===== config.mk =====
export PLATFORM = sky130hd
export DESIGN_NAME = simd_addsat_pipe
export DESIGN_NICKNAME = d
export VERILOG_FILES = /design/src/rtl/simd_addsat_pipe.sv
export SDC_FILE = /design/constraint.sdc
export NUM_CORES = 1
export LEC_CHECK = 0
export BUFFER_PORTS_ARGS = -buffer_cell sky130_fd_sc_hd__buf_2
export CAP_MARGIN = 10
export CORE_ASPECT_RATIO = 1.4
export CORE_UTILIZATION = 40
export CTS_CLUSTER_DIAMETER = 50
export CTS_CLUSTER_SIZE = 28
export DETAILED_ROUTE_END_ITERATION = 12
export SLEW_MARGIN = 40
export SYNTH_ARGS = -nofsm -noshare
export SYNTH_HDL_FRONTEND = slang
export SYNTH_SLANG_ARGS = --single-unit

===== constraint.sdc =====
create_clock -name clk -period 1.68 [get_ports clk]
set_input_delay 0.336 -clock clk [delete_from_list [all_inputs] [get_ports clk]]
set_output_delay 0.336 -clock clk [all_outputs]
set_load 0.1 [all_outputs]

===== src/rtl/simd_addsat_pipe.sv =====
// simd_addsat_pipe: two-stage saturating SIMD adder (ADD/SUB/PADDS/RED) with valid/ready handshake
// Ports:
//   clk, rst            clock, asynchronous active-high reset
//   in_valid/in_ready   input handshake; a, b, mode sampled on transfer
//   out_valid/out_ready output handshake; sum, cout, ovfl held while stalled
//   clr_sticky          synchronous clear of sat_sticky (a coinciding saturating transfer wins)
//   sat_sticky          OR of ovfl over transferred results
module simd_addsat_pipe #(
    parameter int WIDTH = 16,
    parameter int LANES = 4
) (
    input  logic             clk,
    input  logic             rst,
    input  logic             in_valid,
    output logic             in_ready,
    input  logic [WIDTH-1:0] a,
    input  logic [WIDTH-1:0] b,
    input  logic [1:0]       mode,
    output logic             out_valid,
    input  logic             out_ready,
    output logic [WIDTH-1:0] sum,
    output logic             cout,
    output logic             ovfl,
    input  logic             clr_sticky,
    output logic             sat_sticky
);
    localparam int LW = WIDTH / LANES;
    localparam logic [WIDTH-1:0] SMIN = {1'b1, {(WIDTH-1){1'b0}}};

    if (WIDTH % LANES != 0 || LW < 2 || WIDTH < LW + $clog2(2*LANES)) begin : g_bad
        $error("simd_addsat_pipe: illegal WIDTH/LANES combination");
    end

    logic [WIDTH-1:0] bo, padds, acc;
    logic [WIDTH:0]   full;
    logic [LW:0]      ls;
    logic             fovf, povf;
    logic [WIDTH+1:0] r_res, s1_res_d, s1_res_q, s2_res_d, s2_res_q;
    logic             s1_full_d, s1_full_q, s2_full_d, s2_full_q, sticky_d, sticky_q;
    logic             s2_mv, acc_in;

    always_comb begin
        bo   = mode[0] ? ~b : b;
        full = {1'b0, a} + {1'b0, bo} + {{WIDTH{1'b0}}, mode[0]};
        fovf = (a[WIDTH-1] == bo[WIDTH-1]) && (full[WIDTH-1] != a[WIDTH-1]);
        padds = '0;
        povf  = 1'b0;
        acc   = '0;
        ls    = '0;
        for (int i = 0; i < LANES; i++) begin
            ls = {a[i*LW+LW-1], a[i*LW +: LW]} + {b[i*LW+LW-1], b[i*LW +: LW]};
            // lane overflow when the extra sign bit disagrees with the lane MSB
            padds[i*LW +: LW] = (ls[LW] != ls[LW-1]) ? {ls[LW], {(LW-1){~ls[LW]}}} : ls[LW-1:0];
            povf = povf | (ls[LW] != ls[LW-1]);
            acc = acc + {{(WIDTH-LW){a[i*LW+LW-1]}}, a[i*LW +: LW]}
                      + {{(WIDTH-LW){b[i*LW+LW-1]}}, b[i*LW +: LW]};
        end
        r_res[WIDTH-1:0] = mode == 2'b11 ? acc :
                           mode == 2'b10 ? padds :
                           fovf ? (a[WIDTH-1] ? SMIN : ~SMIN) : full[WIDTH-1:0];
        r_res[WIDTH]     = !mode[1] && full[WIDTH];
        r_res[WIDTH+1]   = mode == 2'b10 ? povf : (!mode[1] && fovf);
    end

    // S2 can load whenever it is empty or its result leaves this cycle
    assign s2_mv    = !s2_full_q || out_ready;
    assign in_ready = !s1_full_q || s2_mv;
    assign acc_in   = in_valid && in_ready;

    always_comb begin
        s1_full_d = acc_in || (s1_full_q && !s2_mv);
        s1_res_d  = acc_in ? r_res : s1_res_q;
        s2_full_d = s2_mv ? s1_full_q : s2_full_q;
        s2_res_d  = (s2_mv && s1_full_q) ? s1_res_q : s2_res_q;
        sticky_d  = (s2_full_q && out_ready && s2_res_q[WIDTH+1]) || (sticky_q && !clr_sticky);
    end

    always_ff @(posedge clk or posedge rst) begin
        if (rst) begin
            s1_full_q <= 1'b0;
            s2_full_q <= 1'b0;
            s1_res_q  <= '0;
            s2_res_q  <= '0;
            sticky_q  <= 1'b0;
        end else begin
            s1_full_q <= s1_full_d;
            s2_full_q <= s2_full_d;
            s1_res_q  <= s1_res_d;
            s2_res_q  <= s2_res_d;
            sticky_q  <= sticky_d;
        end
    end

    assign out_valid         = s2_full_q;
    assign {ovfl, cout, sum} = s2_res_q;
    assign sat_sticky        = sticky_q;
endmodule


==> flow_metrics.tcl <==
set metrics [dict create \
    status "complete, but fails checks" \
    violations "negative setup slack" \
    start_util_pct 41.60 \
    grt_max_degree 22 \
    power_w 0.01028 \
    crit_family "adder cells" \
    grt_overflow 0 \
    syn_avg_cell_area_um2 9.604 \
    crit_path_max_incr_delay_ps 540 \
    rsz0062_at_grt "yes" \
    rows 45 \
    cp_max_fo 8 \
    worstPathArrival_ps 4050 \
    clockBufferDepth 2 \
    synthAdderAreaFrac_pct 26.93 \
    fin_crit_sh_pct 229.5 \
    synth_nets 596 \
    grt_pass1_wl_mm 22.40 \
    synth_xor_area_share_pct 7.250 \
    gp_congestion 0.9084 \
    setup.worst_path.class "in -> reg" \
    cts_tree "built" \
    max_clock_freq_mhz 259.3 \
    crit_top_cell "fa_1" \
    cp.required_ps 1870 \
    ant_nets 0 \
    synthMuxAreaShare_pct 4.933 \
    ys.flop_type "dfrtp_1" \
    async_reset_ff_share_pct 100.0 \
    hold-worst-slack_ps 85.04 \
    critPathLaunchType "primary input" \
    critPathBufInv 7 \
    power_leakage_nw 3.418 \
    finalInstanceArea_mm2 0.007063 \
    slew_violations 0 \
    hpwl_mm 11.25 \
    ir_drop_mv 0.7256 \
    grt_pass1_vias 4535 \
    skew_ps 1.966 \
    synth_simple_gate_area_share_pct 10.52 \
    reg2regPathDepth 8 \
    clkTransAtPathRegs_ps 50 \
    vias 4323 \
    period_minus_slack_ps 3856 \
    synth_seq_cells 39 \
    die_width_um 92.54 \
    clock-sinks 39 \
    yosysWarningCount 0 \
    timing.slew.headroom_pct 65.47 \
    synthTopCellsByArea "dfrtp_1 21%, fa_1 14%, ha_1 13%" \
    maxCapViolations 0 \
    yosysTopAreaCell "dfrtp_1" \
    utilization_pct 64.00 \
    antenna_found_initial 0 \
    powerDensity_mw_per_mm2 1455 \
    synth_area_mm2 0.004591 \
    syn_inst 478 \
    ys_seq_area_share_pct 21.26 \
    reg2reg_to "s1_res_q[5]$_DFFE_PP0P_" \
    dpl_cell_area_mm2 0.006217 \
    synth.distinct_cells 65 \
    wire_per_inst_um 16.42 \
    setup_ws_ps -2176 \
    postRouteWirelength_mm 13.68 \
    root_buffer "clkbuf_16" \
    numCtsBuffers 5 \
    diodes 0 \
    crit_slowest_cell "fa_1" \
    cp-end-kind "register" \
    port-buffer-count 59 \
    nFillCells 939 \
    yosysTopAreaCellShare_pct 21.26 \
    synth_compound_area_share_pct 21.75 \
    area_growth_pct 53.86 \
    tightestPinTransition_ps 517.4 \
    r2r-start "out_valid$_DFFE_PP0P_" \
    ioPinCount 60 \
    holdCritPathClass "in -> async" \
    r2r_slack_ps -130 \
    finalNetCount 809 \
    synth_edf_count 0 \
    cp_cell_sequence "buf_8 -> inv_4 -> fa_1 -> inv_2 -> fa_1 -> fa_1 -> inv_1 -> fa_1 -> inv_2 -> ha_4 -> fa_2 -> a21oi_4 -> o21ai_2 -> o211ai_2 -> buf_6 -> buf_4 -> o21ai_2 -> and2_4 -> o2111ai_2" \
    htreeDepth 2 \
    synth_top_family_by_area "adder cells" \
    finalSetupViolations 18 \
    drt_pass1_iterations 5 \
    dieArea_mm2 0.01192 \
    fin_tns_setup_ps -30880 \
    hold_violations 0 \
    coreArea_mm2 0.01104 \
    via_per_inst 5.190 \
    clock_latency_ps 280 \
    drtIter0Drc 264 \
    grt_usage_pct 24.32 \
    die_y_um 128.8 \
    hold_buffers 0 \
    drcViolationCount 0 \
    final_layout_size_suffix_gt1_share_pct 51.59 \
]
## where the power goes
part | switching, W | internal, W | leakage, nW
logic | 0.00450 | 0.00333 | 2.89
registers | 0.000235 | 0.00134 | 0.462
clock network | 0.000326 | 0.000547 | 0.0679
total | 0.00506 | 0.00521 | 3.42
## worst max path at each step
stage / startpoint / end / slack (ps) / cells after the start
after CTS: a[11] / s1_res_q[13]$_DFFE_PP0P_ / -2180 / 17
after detailed placement: b[7] / s1_res_q[14]$_DFFE_PP0P_ / -2510 / 17
after global routing: a[2] / s1_res_q[12]$_DFFE_PP0P_ / -2320 / 19
after floorplan: b[7] / s1_res_q[14]$_DFFE_PP0P_ / -2180 / 15
final: a[2] / s1_res_q[12]$_DFFE_PP0P_ / -2180 / 19
after global placement: b[7] / s1_res_q[14]$_DFFE_PP0P_ / -2440 / 17
## stage by stage
step	setup WS [ps]	instances
after detailed placement	-2505	800
after global routing	-2323	833
after CTS	-2185	829
after global placement	-2440	800
final	-2176	833
after floorplan	-2178	478
## flip-flops by register name (all words and copies together), names as in the netlist
register    cells
s1_res_q       18
s2_res_q       18
out_valid       1
s1_full_q       1
sat_sticky      1
## placed cells by master, fill, tap and decap left out, types with 3 or more instances in the layout
| cell type | instances |
|---|---|
| o21ai_0 | 17 |
| fa_1 | 26 |
| a21oi_2 | 10 |
| nor2b_1 | 6 |
| nand2_1 | 19 |
| a21o_1 | 12 |
| and3_1 | 4 |
| xor2_1 | 24 |
| fa_2 | 7 |
| buf_12 | 5 |
| o21bai_1 | 3 |
| buf_6 | 23 |
| inv_4 | 5 |
| o221ai_2 | 4 |
| buf_4 | 146 |
| nor3_1 | 5 |
| a221oi_2 | 3 |
| nand3_1 | 8 |
| o211ai_2 | 8 |
| clkbuf_16 | 5 |
| o21a_1 | 4 |
| mux2_2 | 18 |
| nor2_1 | 18 |
| ha_1 | 35 |
| nand2b_1 | 9 |
| dfrtp_1 | 38 |
| o2111ai_2 | 4 |
| buf_8 | 5 |
| nand4_1 | 3 |
| o21ai_2 | 6 |
| ha_4 | 11 |
| buf_2 | 40 |
| o21ai_1 | 5 |
| a21oi_1 | 11 |
| inv_1 | 48 |
| inv_2 | 14 |
| a22oi_2 | 3 |
| xnor2_1 | 11 |
## layout make-up
class / instances / area, um2 / share of cell area (%)
flip-flops and latches: 39 / 979.7 / 13.87
multi-input cells: 354 / 3697 / 52.35
repair buffers: 220 / 1763 / 24.96
clock inverters: 1 / 5.005 / 0.07086
clock buffers: 7 / 132.6 / 1.878
well taps: 141 / 176.4 / 2.498
inverters: 71 / 309.0 / 4.376
## layer usage
metal  GRT usage [%]  part of all wire (%)
met1           28.04                    40
met2           45.36                    54
met3           2.128                   2.8
met4           10.66                   3.3
met5               0                     0
## repair_timing
action / in CTS / in global routing
gates resized for setup: 96 / 33
cloned: 1 / 0
setup buffers: 22 / 5
pin swaps: 54 / 37
endpoints found under the setup margin: 18 / 18
## cells in the mapped netlist, types with 3 or more instances
library cell	n
a211oi_1	3
a21o_1	12
a21oi_1	22
and3_1	4
buf_2	3
clkbuf_1	8
dfrtp_1	39
fa_1	33
ha_1	46
inv_1	70
mux2_2	18
nand2_1	21
nand2b_1	10
nand3_1	8
nand4_1	3
nor2_1	20
nor2b_1	9
nor3_1	8
o2111ai_2	4
o211ai_2	8
o21a_1	4
o21ai_0	27
o21bai_1	3
o221ai_1	4
o22ai_1	3
xnor2_1	13
xor2_1	25
## cells by family after synthesis
kind of cell | count (synthesis)
fa+ha+maj | 79
flops | 39
mux | 20
xor+xnor | 38
simple gates | 93
compound gates | 124
buf+inv | 85
(Power assumes the default switching activity.)
